<file path="src/rtl/bus_deser_pkg.sv">
// Shared types and default sizing for the bit-stream deserializer.
package bus_deser_pkg;

  localparam int unsigned DefaultWidth = 32;
  localparam int unsigned DefaultDropW = 8;

  typedef enum logic {
    COLLECT = 1'b0,
    FULL    = 1'b1
  } state_e;

endpackage

</file>
<file path="src/rtl/bus_deserializer_if.sv">
// Bit-in / word-out handshake bundle of the deserializer.
interface bus_deserializer_if #(
  parameter int unsigned WIDTH = 32
) ();

  logic             bit_i;
  logic             bit_valid_i;
  logic             bit_ready_o;
  logic [WIDTH-1:0] word_o;
  logic             word_valid_o;
  logic             word_ready_i;

  // The deserializer itself.
  modport slave (
    input  bit_i,
    input  bit_valid_i,
    input  word_ready_i,
    output bit_ready_o,
    output word_o,
    output word_valid_o
  );

  // Stream source and word consumer.
  modport master (
    output bit_i,
    output bit_valid_i,
    output word_ready_i,
    input  bit_ready_o,
    input  word_o,
    input  word_valid_o
  );

endinterface

</file>
<file path="src/rtl/bus_deserializer.sv">
// Packs a serial bit stream LSB-first into WIDTH-bit words with one word of
// back-pressure buffering; sync_i discards a partial word and counts it.
module bus_deserializer
  import bus_deser_pkg::*;
#(
  parameter int unsigned WIDTH  = DefaultWidth,
  parameter int unsigned CNT_W  = $clog2(WIDTH),
  parameter int unsigned DROP_W = DefaultDropW
) (
  input  logic              clk,
  input  logic              rst_n,
  input  logic              sync_i,
  bus_deserializer_if.slave bus,
  output logic [DROP_W-1:0] drop_cnt_o,
  output logic              busy_o
);

  state_e              r_state, w_state_next;
  logic [CNT_W-1:0]    r_cnt, w_cnt_next;
  logic [WIDTH-1:0]    r_shreg, w_shreg_next;
  logic [WIDTH-1:0]    r_word, w_word_next;
  logic                r_word_valid, w_word_valid_next;
  logic [DROP_W-1:0]   r_drop, w_drop_next;

  logic                w_accept;
  logic                w_last;
  logic                w_slot_free;
  logic                w_drop;
  logic [WIDTH-1:0]    w_shreg_ins;

  assign w_accept    = bus.bit_valid_i && (r_state == COLLECT);
  assign w_last      = w_accept && (r_cnt == CNT_W'(WIDTH - 1));
  assign w_slot_free = !r_word_valid || bus.word_ready_i;
  // A completing word is never partial, so sync on the last bit is a no-op.
  assign w_drop      = sync_i && (r_state == COLLECT) && (r_cnt != '0) && !w_last;

  always_comb begin
    w_state_next      = r_state;
    w_cnt_next        = r_cnt;
    w_shreg_next      = r_shreg;
    w_word_next       = r_word;
    w_word_valid_next = r_word_valid;
    w_drop_next       = r_drop;

    w_shreg_ins        = r_shreg;
    w_shreg_ins[r_cnt] = bus.bit_i;

    if (r_word_valid && bus.word_ready_i) begin
      w_word_valid_next = 1'b0;
    end

    unique case (r_state)
      COLLECT: begin
        if (w_drop) begin
          if (r_drop != '1) begin
            w_drop_next = r_drop + DROP_W'(1);
          end
          w_cnt_next = '0;
          if (w_accept) begin
            w_shreg_next[0] = bus.bit_i;
            w_cnt_next      = CNT_W'(1);
          end
        end else if (w_accept) begin
          if (w_last) begin
            w_cnt_next = '0;
            if (w_slot_free) begin
              w_word_next       = w_shreg_ins;
              w_word_valid_next = 1'b1;
            end else begin
              w_shreg_next = w_shreg_ins;
              w_state_next = FULL;
            end
          end else begin
            w_shreg_next = w_shreg_ins;
            w_cnt_next   = r_cnt + CNT_W'(1);
          end
        end
      end
      FULL: begin
        if (r_word_valid && bus.word_ready_i) begin
          w_word_next       = r_shreg;
          w_word_valid_next = 1'b1;
          w_state_next      = COLLECT;
        end
      end
      default: w_state_next = COLLECT;
    endcase
  end

  always_ff @(posedge clk or negedge rst_n) begin
    if (!rst_n) begin
      r_state      <= COLLECT;
      r_cnt        <= '0;
      r_shreg      <= '0;
      r_word       <= '0;
      r_word_valid <= 1'b0;
      r_drop       <= '0;
    end else begin
      r_state      <= w_state_next;
      r_cnt        <= w_cnt_next;
      r_shreg      <= w_shreg_next;
      r_word       <= w_word_next;
      r_word_valid <= w_word_valid_next;
      r_drop       <= w_drop_next;
    end
  end

  assign bus.bit_ready_o  = (r_state == COLLECT);
  assign bus.word_o       = r_word;
  assign bus.word_valid_o = r_word_valid;
  assign drop_cnt_o       = r_drop;
  assign busy_o           = (r_cnt != '0) || (r_state == FULL);

endmodule

</file>
<file path="src/flat_wrapper.sv">
// flat-port wrapper written by rule: the top's interface ports become plain ports
module bus_deserializer_flat import bus_deser_pkg::*;
#(
  parameter int unsigned WIDTH  = DefaultWidth,
  parameter int unsigned CNT_W  = $clog2(WIDTH),
  parameter int unsigned DROP_W = DefaultDropW
)
  (clk, rst_n, sync_i, drop_cnt_o, busy_o, bus_bit_i, bus_bit_valid_i, bus_word_ready_i, bus_bit_ready_o, bus_word_o, bus_word_valid_o);
  bus_deserializer_if #(.WIDTH(WIDTH)) bus_i ();
  input  logic clk;
  input  logic rst_n;
  input  logic sync_i;
  output logic [DROP_W-1:0] drop_cnt_o;
  output logic busy_o;
  input wire logic [$bits(bus_i.bit_i)-1:0] bus_bit_i;
  input wire logic [$bits(bus_i.bit_valid_i)-1:0] bus_bit_valid_i;
  input wire logic [$bits(bus_i.word_ready_i)-1:0] bus_word_ready_i;
  output wire logic [$bits(bus_i.bit_ready_o)-1:0] bus_bit_ready_o;
  output wire logic [$bits(bus_i.word_o)-1:0] bus_word_o;
  output wire logic [$bits(bus_i.word_valid_o)-1:0] bus_word_valid_o;
  assign bus_i.bit_i = bus_bit_i;
  assign bus_i.bit_valid_i = bus_bit_valid_i;
  assign bus_i.word_ready_i = bus_word_ready_i;
  assign bus_bit_ready_o = bus_i.bit_ready_o;
  assign bus_word_o = bus_i.word_o;
  assign bus_word_valid_o = bus_i.word_valid_o;
  bus_deserializer #(.WIDTH(WIDTH), .CNT_W(CNT_W), .DROP_W(DROP_W)) u_core (.clk(clk), .rst_n(rst_n), .sync_i(sync_i), .bus(bus_i), .drop_cnt_o(drop_cnt_o), .busy_o(busy_o));
endmodule
</file>
<file path="config.mk">
export PLATFORM = sky130hd
export DESIGN_NAME = bus_deserializer_flat
export DESIGN_NICKNAME = d
export VERILOG_FILES = /design/src/rtl/bus_deser_pkg.sv /design/src/rtl/bus_deserializer_if.sv /design/src/rtl/bus_deserializer.sv /design/src/flat_wrapper.sv
export SDC_FILE = /design/constraint.sdc
export NUM_CORES = 1
export LEC_CHECK = 0
export ABC_AREA = 1
export BUFFER_PORTS_ARGS = -buffer_cell sky130_fd_sc_hd__buf_2
export CAP_MARGIN = 20
export CORE_UTILIZATION = 50
export DETAILED_ROUTE_END_ITERATION = 8
export PLACE_DENSITY = 0.84
export REMOVE_ABC_BUFFERS = 1
export SLEW_MARGIN = 20
export SYNTH_ARGS = -nofsm -noshare
export SYNTH_HDL_FRONTEND = slang
export SYNTH_SLANG_ARGS = --single-unit
</file>
<file path="constraint.sdc">
create_clock -name clk -period 1.94 [get_ports clk]
set_input_delay 0.291 -clock clk [delete_from_list [all_inputs] [get_ports clk]]
set_output_delay 0.291 -clock clk [all_outputs]
set_load 0.01 [all_outputs]
</file>
Word-level counts from Yosys, hierarchy flattened
Index checks and enable logic that the tools add are counted.
Widths: inputs -> output; s select.
- output and inout port bits: 43
- register bits after elaboration: 79
- eq/ne operators: 9
- muxes and demuxes: 31
- reductions and logical operators: 18
- $lt $le $gt $ge: 2
- bitwise gates (word level): 2
- $add $sub $neg: 2
- operators with widths (kind ; count):
    $mux 32 ; 7
    $pmux 32 s2 ; 1
    $bwmux 32 ; 1
    $mux 1 ; 16
    $mux 5 ; 3
    $add 8x1->8 const B ; 1
    $ne 8x8->1 const B ; 1
    $logic_and 1x1->1 ; 7
    $lt 5x6->1 const B ; 1
    $ne 2x1->1 const B ; 3
    $ne 2x2->1 const B ; 3
    $reduce_and 3->1 ; 2
    $add 5x1->5 const B ; 1
    $demux 1 s5 ; 1
    $eq 5x5->1 const B ; 1
    $ge 5x1->1 const B ; 1
    $reduce_and 5->1 ; 1
    $reduce_bool 5->1 ; 1
    $pmux 1 s2 ; 2
    $reduce_and 4->1 ; 1
    $ne 3x3->1 const B ; 1
    $logic_not 1->1 ; 2
    $logic_or 1x1->1 ; 2
    $not 1->1 ; 2
    2 further kinds ; 2

Depth between registers and ports, before layout
Gate-level depths: netlist of run 1.
- word-level depth: 10
- gate-level depth with buffers: 11
- depth with buffers taken out: 10

Worst setup path after synthesis of run 1
Ideal clock, no wire load.
- path type: register to register
- start: reg u_core.r_cnt[0]
- end: reg u_core.r_word[0] (netlist: u_core.bus.word_o[0])
- cell stages (with the launch flop): 12
- library setup time: 0.117 ns
- buffers on the path: 2
- data required time: 1.823 ns
- slack: 0.012 ns
- data arrival time: 1.811 ns
- clock period less this slack: 1.928 ns
- cells stage by stage: dfrtp_1 > ha_1 > buf_2 > nand2_1 > nor2_1 > ha_1 > nand3_2 > nand2_4 > inv_2 > buf_4 > nand2_1 > nand2_1
- word-level cells in the longest chain between the ends: 10
- ends and longest elaborated chain (what ; RTL line ; text):
    start, declared ; bus_deserializer.sv:19 ; logic [CNT_W-1:0] r_cnt, w_cnt_next;
    start signal, assigned ; bus_deserializer.sv:100 ; r_cnt <= w_cnt_next;
    $lt 5x6->1 (implied by the code) or $ge 5x1->1 (tied branches) ; bus_deserializer.sv:46 ; w_shreg_ins[r_cnt] = bus.bit_i;
    $logic_and 1x1->1 (implied by the code) ; bus_deserializer.sv:46 ;
    $mux 1 (implied by the code) ; bus_deserializer.sv:46 ;
    $demux 1 s5 ; n/a ;
    $bwmux 32 ; bus_deserializer.sv:46 ;
    $mux 32 ; bus_deserializer.sv:66 ; if (w_slot_free) begin
    $mux 32 ; bus_deserializer.sv:64 ; if (w_last) begin
    $mux 32 ; bus_deserializer.sv:63 ; end else if (w_accept) begin
    $mux 32 ; bus_deserializer.sv:54 ; if (w_drop) begin
    $pmux 32 s2 ; bus_deserializer.sv:52 ; unique case (r_state)
    end signal, assigned ; bus_deserializer.sv:102 ; r_word <= w_word_next;
    end, declared ; bus_deserializer.sv:21 ; logic [WIDTH-1:0] r_word, w_word_next;
Parallel ways exist; a longest one is shown, timed or not. The select of a mux whose other input is x is not followed.
A chain may end at the register's enable or synchronous reset.

Final worst setup path of run 1
- start: reg u_core.r_cnt[2]
- end: out busy_o
- word-level cells in the longest chain between the ends: 2
- ends and longest elaborated chain (what ; RTL line ; text):
    $reduce_bool 5->1 ; bus_deserializer.sv:112 ; assign busy_o = (r_cnt != '0) || (r_state == FULL);
    $logic_or 1x1->1 ; bus_deserializer.sv:112 ;
    end, declared ; flat_wrapper.sv:14 ; output logic busy_o;
No other way between the ends.

==> results of run 1 <==
==> per-stage QoR <==
step / hold WS [ps] / worst slack [ps] / power [W] / TNS (ps) / cell area (um2)
CTS: 116 / 1.41 / 0.00488 / 0 / 5300
detailed placement: 134 / 83.3 / 0.00359 / 0 / 5090
floorplan: -4.59 / -522 / 0.00297 / -28910 / 4450
global placement: 130 / 147 / 0.00351 / 0 / 5090
global route: 130 / -6.45 / 0.00525 / -6.45 / 5350
finish: 130 / 62.6 / 0.00495 / 0 / 5350
==> flip-flops by register name, summed over array words and instances (netlist names) <==
| signal | count |
|---|---|
| u_core.bus.word_o | 32 |
| u_core.bus.word_valid_o | 1 |
| u_core.drop_cnt_o | 8 |
| u_core.r_cnt | 5 |
| u_core.r_shreg | 32 |
| u_core.r_state | 1 |
==> final cells by class <==
| cell class | count | area (um2) | area share, % |
|---|---|---|---|
| inverter | 24 | 90.1 | 1.68 |
| multi-input combinational | 518 | 2410 | 45.0 |
| clock inverter | 7 | 81.3 | 1.52 |
| tap | 108 | 135 | 2.53 |
| sequential | 79 | 1980 | 37.0 |
| clock buffer | 9 | 124 | 2.32 |
| timing repair buffer | 80 | 534 | 9.99 |
==> cells in the final DEF, fill, tap and decap left out, types with 2 or more instances in the layout <==
| cell type | instances |
|---|---|
| or2_2 | 3 |
| nand2_2 | 4 |
| buf_12 | 3 |
| nor2_4 | 5 |
| a21oi_1 | 29 |
| buf_6 | 3 |
| inv_1 | 16 |
| nand3_2 | 2 |
| ha_1 | 4 |
| dfrtp_1 | 79 |
| nand3_1 | 108 |
| xor2_1 | 2 |
| inv_6 | 2 |
| buf_2 | 47 |
| nor2_1 | 37 |
| nand4_1 | 25 |
| clkbuf_8 | 9 |
| nand2_1 | 274 |
| inv_2 | 8 |
| clkinv_4 | 3 |
| buf_4 | 26 |
| o21ai_0 | 14 |
==> power by group through the flow <==
stage	Clock [W]	Sequential, W	Combinational [W]
after CTS	0.00130	0.00202	0.00156
final	0.00128	0.00202	0.00165
after global routing	0.00136	0.00205	0.00184
after global placement	0	0.00203	0.00148
after floorplan	0	0.00207	0.000901
after detailed placement	0	0.00204	0.00155
==> final timing paths <==
kind                                       from                    end  slack [ps]  cells past startpoint
max                             u_core.r_cnt[2]                 busy_o          60                      5
min                            bus_word_ready_i         u_core.r_state         130                      2
max reg2reg                     u_core.r_cnt[0]     u_core.r_shreg[27]         120                     10
min reg2reg                u_core.bus.word_o[7]   u_core.bus.word_o[7]         480                      2
max in group asynchronous                 rst_n   u_core.drop_cnt_o[6]        1090                      3
min in group asynchronous                 rst_n  u_core.bus.word_o[23]         300                      2
==> repair_timing <==
item / CTS / global route
hold buffers: 1 / 0
resized for setup: 3 / 7
buffers inserted: 1 / 1
gates cloned: 0 / 0
endpoints found under the hold margin: 8 / 0
pin swaps: 1 / 1
setup endpoints to repair: 1 / 42
==> cells by family (layout without fill, tap and decap cells) <==
logic type / after synthesis / after routing / share of synthesized area [%]
AOI/OAI and AO/OA: 44 / 44 / 4.96
xor gates and xnor gates: 3 / 3 / 0.564
adders and majority gates: 6 / 6 / 1.61
buffers and inverters: 66 / 120 / 6.60
DFF: 79 / 79 / 42.4
and+or+nand+nor: 465 / 465 / 43.9
==> layer usage <==
layer / vias up / part of all wire (%) / track usage (%) / wire length [um]
li1: 2249 / - / - / -
met1: 2247 / 43 / 32.6 / 5140
met2: 216 / 48 / 42.0 / 5730
met3: 37 / 6.5 / 3.83 / 771
met4: 0 / 2.6 / 11.9 / 316
met5: - / 0 / 0 / 0
==> worst max-delay path, cell delays in order (launching register included) <==
cell and delay [ps]:
dfrtp_1 380, buf_4 210, inv_2 80, buf_4 200
nand4_1 170, buf_2 180
==> impl_metrics.py, run 1 <==
metrics = {
    "run_status": {
        "status": "finished clean",
    },
    "grt": {
        "grt_pass1_vias": 4401,
        "gr-usage-all-layers_pct": 25.3,
        "antenna_found_initial": 0,
        "grt_pass1_wl_um": 19900,
        "overflow": 0,
        "grt_max_degree": 47,
    },
    "cts": {
        "cts_root_buffer": "clkbuf_8",
        "htreeDepth": 3,
        "cts_made_buffers": 9,
        "clkSlewWorstSetupHoldPaths_ps": 90,
        "clk_latency_ps": 360,
        "clkSinkCount": 79,
        "cts_buffer_depth": 2,
        "cts_tree": "done",
    },
    "layout": {
        "stdcell_count": 825,
        "area_growth_pct": 14.7,
        "postLayoutCoreUtil_pct": 60.1,
        "layout.nets": 724,
        "nFillCells": 806,
        "drive_above_1_share_pct": 17.3,
        "diodes": 0,
    },
    "synthesis": {
        "synth.cells.most_frequent": "nand2_1, nand3_1, dfrtp_1",
        "ys_async_sr_fraction_pct": 100,
        "synth_ff_type": "dfrtp_1",
        "synth.yosys.seq_area_share_pct": 42.4,
        "syn_avg_cell_area_um2": 7.03,
        "synth_top_area_share_pct": 42.4,
        "synth_edf_count": 0,
        "synth_area_leaders": "dfrtp_1, nand2_1, nand3_1, nand4_1, a21oi_1",
        "synth_seq_cells": 79,
        "yosysTopAreaCell": "dfrtp_1",
        "synth.most_common_cell": "nand2_1",
        "netlist_instances": 663,
        "ys_warn_count": 0,
        "syn_area_um2": 4660,
        "synth_cell_types": 26,
    },
    "sta": {
        "final_max_slew_viol_count": 0,
        "relSlewSlack_pct": 56.4,
        "tightestPinTransition_ps": 655,
        "fmax_mhz": 533,
        "finalHoldViolations": 0,
        "fin_crit_sh_pct": 96.8,
        "finalSetupViolCount": 0,
        "fin_worst_skew_ps": 16.7,
        "timing.final.crit_period_ps": 1880,
    },
    "drt": {
        "drt-vias-per-instance": 5.76,
        "drc": 0,
        "wl_per_cell_um": 14.5,
        "dr.pass1.iters": 7,
        "wl_um": 11900,
        "drtIter0Drc": 307,
        "vias": 4749,
        "ant_nets": 0,
    },
    "critical_path": {
        "endpoint_kind": "primary output",
        "cp.required_ps": 1650,
        "timing_worst_setup_path_type": "flop to primary output",
        "worstPathArrival_ps": 1590,
        "cp-start-kind": "flop",
        "cp_max_fo": 18,
    },
    "floorplanning": {
        "die_w_um": 98.6,
        "rows": 34,
        "die_area_um2": 9720,
        "die_h_um": 98.6,
        "ios": 49,
        "start_util_pct": 52.4,
        "core-area_um2": 8890,
    },
    "place": {
        "dpl.hpwl_um": 7880,
        "portBuffers": 48,
        "placed_cells": 807,
        "place.gp.congestion": 0.880,
    },
    "pwr": {
        "power_frac_comb_pct": 33.3,
        "power.share.clock_pct": 25.8,
        "p_sw_share_pct": 38.7,
        "switchingPower_w": 0.00191,
        "p_seq_share_pct": 40.9,
        "p_leak_nw": 3.22,
        "ir_drop_mv": 0.484,
        "p_int_w": 0.00304,
        "cellPowerDensity_nw_per_um2": 925,
    },
    "job": {
        "cap_violations": 0,
    },
    "worst_hold_path": {
        "hold_class": "input pin to flop",
    },
}
Note: power is estimated with default switching activity, not from simulation.
==> run 2: changes to the inputs <==
--- a/config.mk
+++ b/config.mk
@@ -11,4 +11,5 @@
 export CORE_UTILIZATION = 50
 export DETAILED_ROUTE_END_ITERATION = 8
+export GPL_ROUTABILITY_DRIVEN = 0
 export PLACE_DENSITY = 0.84
 export REMOVE_ABC_BUFFERS = 1
==> constraint.sdc (replaced) <==
create_clock -name clk -period 1.94 [get_ports clk]
set_input_delay 0.291 -clock clk [delete_from_list [all_inputs] [get_ports clk]]
set_output_delay 0.291 -clock clk [all_outputs]
set_load 0.05 [all_outputs]
==> impl_metrics.py, run 2 (synthesized netlist as in run 1, its figures left out) <==
metrics = {
    "floorplanning": {
        "die_w_um": 98.6,
        "core-area_um2": 8890,
        "die_h_um": 98.6,
        "ios": 49,
        "die_area_um2": 9720,
        "start_util_pct": 52.4,
        "rows": 34,
    },
    "cts": {
        "cts_tree": "done",
        "cts_root_buffer": "clkbuf_8",
        "clk_latency_ps": 350,
        "clkSlewWorstSetupHoldPaths_ps": 80,
        "htreeDepth": 3,
        "clkSinkCount": 79,
        "cts_buffer_depth": 2,
        "cts_made_buffers": 9,
    },
    "grt": {
        "use_met3_pct": 5.04,
        "overflow": 0,
        "grt_pass1_wl_um": 20300,
        "grt_pass1_vias": 4655,
        "gr-usage-all-layers_pct": 25.8,
        "grtUsageMet1_pct": 30.1,
        "grt_max_degree": 34,
        "antenna_found_initial": 0,
        "grtUsageMet2_pct": 47.2,
        "busiest_layer": "met2",
    },
    "job": {
        "cap_violations": 0,
    },
    "place": {
        "portBuffers": 48,
        "dpl.hpwl_um": 8040,
        "dp_slack_ps": 8.43,
    },
    "layout": {
        "multi_input_area_um2": 2410,
        "nFillCells": 781,
        "area_growth_pct": 16.1,
        "layout.nets": 726,
        "drive_above_1_share_pct": 17.4,
        "mostFrequentLayoutCell": "nand2_1",
        "regArea_um2": 1980,
        "postLayoutCoreUtil_pct": 60.9,
        "final_cell_mix": "nand2_1, nand3_1, dfrtp_1, buf_2, nor2_1",
        "diodes": 0,
    },
    "run_status": {
        "status": "finished clean",
    },
    "sta": {
        "timing.final.crit_period_ps": 1890,
        "fin_crit_sh_pct": 97.5,
        "finalHoldViolations": 0,
        "worst_hold_slack_ps": 117,
        "finalSetupViolCount": 0,
        "relSlewSlack_pct": 58.6,
        "setup_slack_ps": 48.8,
        "tightestPinTransition_ps": 621,
        "fmax_mhz": 529,
        "final_max_slew_viol_count": 0,
        "fin_worst_skew_ps": 11.7,
    },
    "worst_hold_path": {
        "hold_class": "input pin to flop",
    },
    "critical_path": {
        "r2r_start": "u_core.r_cnt[0]",
        "crit_start": "u_core.r_state",
        "r2r_cells": 10,
        "cp_max_fo": 22,
        "cp.required_ps": 1650,
        "rr_endpoint": "u_core.r_shreg[1]",
        "worstSetupEndpoint": "busy_o",
        "cp-start-kind": "flop",
        "worstPathArrival_ps": 1600,
        "endpoint_kind": "primary output",
        "rrSetupSlack_ps": 100,
        "timing_worst_setup_path_type": "flop to primary output",
    },
    "drt": {
        "drtIter0Drc": 299,
        "ant_nets": 0,
        "drc": 0,
        "wl_per_cell_um": 14.3,
        "dr.pass1.iters": 5,
        "drt-vias-per-instance": 5.69,
        "wl_um": 11800,
        "vias": 4702,
    },
    "pwr": {
        "cellPowerDensity_nw_per_um2": 1010,
        "p_leak_nw": 3.25,
        "ir_drop_mv": 0.666,
    },
}
## run 2: report_power, final
group / internal, W / switching [W] / leakage, nW / total, W
Combinational: 0.000601 / 0.00124 / 2.04 / 0.00184
Sequential: 0.00185 / 0.000184 / 1.09 / 0.00203
Clock: 0.000978 / 0.000602 / 0.129 / 0.00158
Total: 0.00342 / 0.00202 / 3.25 / 0.00545
## run 2: worst max-delay path: stages, from the launching register on
cell and delay (ps):
dfrtp_1 460, inv_2 100, buf_4 260, nand4_1 220, buf_6 210
## run 2: layer usage
layer  vias up  routed length, um
met1      2219               4960
li1       2259                  -
met5         -                  0
met2       211               5920
met3        13                826
met4         0                137
## run 2: area by class of cell
class / instances / area share, %
Clock inverter: 6 / 2.47
Clock buffer: 9 / 2.29
Tap cell: 108 / 2.50
Sequential cell: 79 / 36.5
Timing Repair Buffer: 82 / 10.0
Inverter: 24 / 1.76
Multi-Input combinational cell: 518 / 44.4
## run 2: timing repair
| action | CTS | global route |
|---|---|---|
| setup buffers | 1 | 0 |
| hold buffers | 1 | 0 |
| endpoints found under the setup margin | 1 | 59 |
| pin swaps | 1 | 2 |
| hold endpoints to repair | 24 | 0 |
| gates resized for setup | 7 | 7 |
## run 2: through the flow
step | instances | power (W) | area, um2 | setup TNS (ps)
2_1_floorplan | 621 | 0.00313 | 4450 | -34000
3_3_place_gp | 810 | 0.00367 | 5100 | 0
3_5_place_dp | 810 | 0.00375 | 5100 | 0
4_1_cts | 827 | 0.00542 | 5390 | 0
5_1_grt | 826 | 0.00575 | 5410 | -893
6_report | 826 | 0.00545 | 5410 | 0
## run 2: worst min path at each step
| stage | startpoint | end | slack, ps | depth (start not counted) |
|---|---|---|---|---|
| CTS | bus_word_ready_i | u_core.r_state | 110 | 2 |
| finish | bus_word_ready_i | u_core.r_state | 120 | 2 |
| floorplan | rst_n | u_core.bus.word_o[0] | -5 | 0 |
| global route | bus_word_ready_i | u_core.r_state | 130 | 2 |
| global placement | rst_n | u_core.r_shreg[15] | 230 | 1 |
| detailed placement | rst_n | u_core.r_shreg[23] | 230 | 1 |
==> run 3: changes to the inputs <==
Settings changed: RECOVER_POWER from default to 25.
==> impl_metrics.py, run 3 (synthesized netlist as in run 1, its figures left out) <==
metrics = {
    "run_status": {
        "status": "finished clean",
    },
    "drt": {
        "wl_per_cell_um": 14.3,
        "drc": 0,
        "drt-vias-per-instance": 5.67,
        "wl_met3_um": 909,
        "wl_met1_um": 4830,
        "dr_wl_met2_um": 5980,
        "dr.max_layer_used": "met4",
        "drtIter0Drc": 291,
        "dr.pass1.iters": 5,
        "wl_um": 11900,
        "ant_nets": 0,
        "vias": 4680,
    },
    "sta": {
        "fmax_mhz": 528,
        "finalSetupTns_ps": 0,
        "fin_crit_sh_pct": 97.7,
        "finalSetupViolCount": 0,
        "final_max_slew_viol_count": 0,
        "relSlewSlack_pct": 52.7,
        "tightestPinTransition_ps": 710,
        "fin_worst_skew_ps": 11.1,
        "setup_slack_ps": 44.5,
        "finalHoldViolations": 0,
        "timing.final.crit_period_ps": 1900,
    },
    "critical_path": {
        "cp_max_fo": 22,
        "timing_worst_setup_path_type": "flop to primary output",
        "path_buf_inv": 3,
        "cp-start-kind": "flop",
        "r2r_cells": 9,
        "critical-path-top-delay-family": "buffers and inverters",
        "cp_slowest_stage_delay_ps": 460,
        "rrSetupSlack_ps": 90,
        "endpoint_kind": "primary output",
        "r2r_start": "u_core.r_cnt[0]",
        "worstPathArrival_ps": 1600,
        "crit_chain": "inv_2 -> buf_4 -> nand4_1 -> buf_6",
        "rr_endpoint": "u_core.r_shreg[20]",
        "slowest_stage": "dfrtp_1",
        "cp.required_ps": 1650,
    },
    "layout": {
        "mostFrequentLayoutCell": "nand2_1",
        "postLayoutCoreUtil_pct": 60.8,
        "drive_above_1_share_pct": 17.1,
        "layout.nets": 726,
        "final_cell_area_um2": 5400,
        "final_cell_mix": "nand2_1, nand3_1, dfrtp_1, buf_2, nor2_1",
        "area_growth_pct": 15.8,
        "diodes": 0,
        "nFillCells": 786,
        "multi_input_area_um2": 2410,
        "regArea_um2": 1980,
    },
    "cts": {
        "clkSinkCount": 79,
        "cts_root_buffer": "clkbuf_8",
        "htreeDepth": 3,
        "cts_tree": "done",
        "clk_latency_ps": 350,
        "cts_made_buffers": 9,
        "clkSlewWorstSetupHoldPaths_ps": 80,
        "cts_buffer_depth": 2,
    },
    "worst_hold_path": {
        "hold_class": "input pin to flop",
        "min_from": "bus_word_ready_i",
        "hold_path_end": "u_core.r_state",
        "min_path_cells": 2,
    },
    "pwr": {
        "total_power_w": 0.00545,
        "cellPowerDensity_nw_per_um2": 1010,
        "ir_drop_mv": 0.666,
        "p_leak_nw": 3.25,
    },
    "grt": {
        "grt_pass1_wl_um": 20300,
        "grt_pass1_vias": 4655,
        "overflow": 0,
        "grt_max_degree": 34,
        "antenna_found_initial": 0,
        "gr-usage-all-layers_pct": 25.8,
    },
    "place": {
        "post_dp_cell_area_um2": 5100,
        "dpl.hpwl_um": 8040,
        "portBuffers": 48,
        "dp_slack_ps": 8.43,
    },
    "floorplanning": {
        "die_w_um": 98.6,
        "ios": 49,
        "core-area_um2": 8890,
        "rows": 34,
        "start_util_pct": 52.4,
        "die_area_um2": 9720,
        "die_h_um": 98.6,
    },
    "job": {
        "cap_violations": 0,
    },
}
==> run 3: worst max path at each step <==
stage,from,cells past startpoint,to,slack (ps)
2_1_floorplan,u_core.r_state,6,u_core.r_shreg[10],-640
3_3_place_gp,u_core.r_cnt[0],9,u_core.r_shreg[2],120
3_5_place_dp,u_core.r_cnt[0],9,u_core.drop_cnt_o[6],8
4_1_cts,u_core.r_cnt[2],5,busy_o,0.006
5_1_grt,u_core.r_cnt[1],10,u_core.r_shreg[9],-50
6_report,u_core.r_state,4,busy_o,40
==> run 3: layout make-up <==
| cell class | instances | share of cell area [%] |
|---|---|---|
| Inverter | 24 | 1.76 |
| Tap cell | 108 | 2.50 |
| Sequential cell | 79 | 36.6 |
| Clock buffer | 9 | 2.29 |
| Multi-Input combinational cell | 518 | 44.5 |
| Timing Repair Buffer | 82 | 9.82 |
| Clock inverter | 6 | 2.48 |
==> run 3: metrics by stage <==
stage / std cells / hold WS (ps)
after detailed placement: 810 / 231
after CTS: 827 / 110
after global placement: 810 / 228
after global routing: 826 / 126
after floorplan: 621 / -4.59
final: 826 / 117
==> run 3: timing repair <==
action	CTS	global route
setup buffers	1	0
endpoints found under the setup margin	1	59
endpoints found under the hold margin	24	0
gates cloned	0	0
hold buffers	1	0
resized for setup	7	7
pin swaps	1	2
==> run 3: layer usage <==
metal	vias up	track usage, %
met1	2200	30.1
met2	204	47.2
met3	15	5.04
li1	2261	-
met4	0	9.18
met5	-	0
==> run 3: report_power, final <==
| part | internal, W | leakage, nW | total, W | switching (W) |
|---|---|---|---|---|
| logic | 0.000597 | 2.03 | 0.00183 | 0.00124 |
| clock network | 0.000978 | 0.129 | 0.00158 | 0.000603 |
| registers | 0.00185 | 1.09 | 0.00203 | 0.000186 |
==> run 3: worst reg2reg max path: cells and delay by family, from the launching register on <==
family / cells / cell delay (ps)
adders and majority gates: 2 / 430
buffers and inverters: 1 / 250
DFF: 1 / 390
and+or+nand+nor: 6 / 650
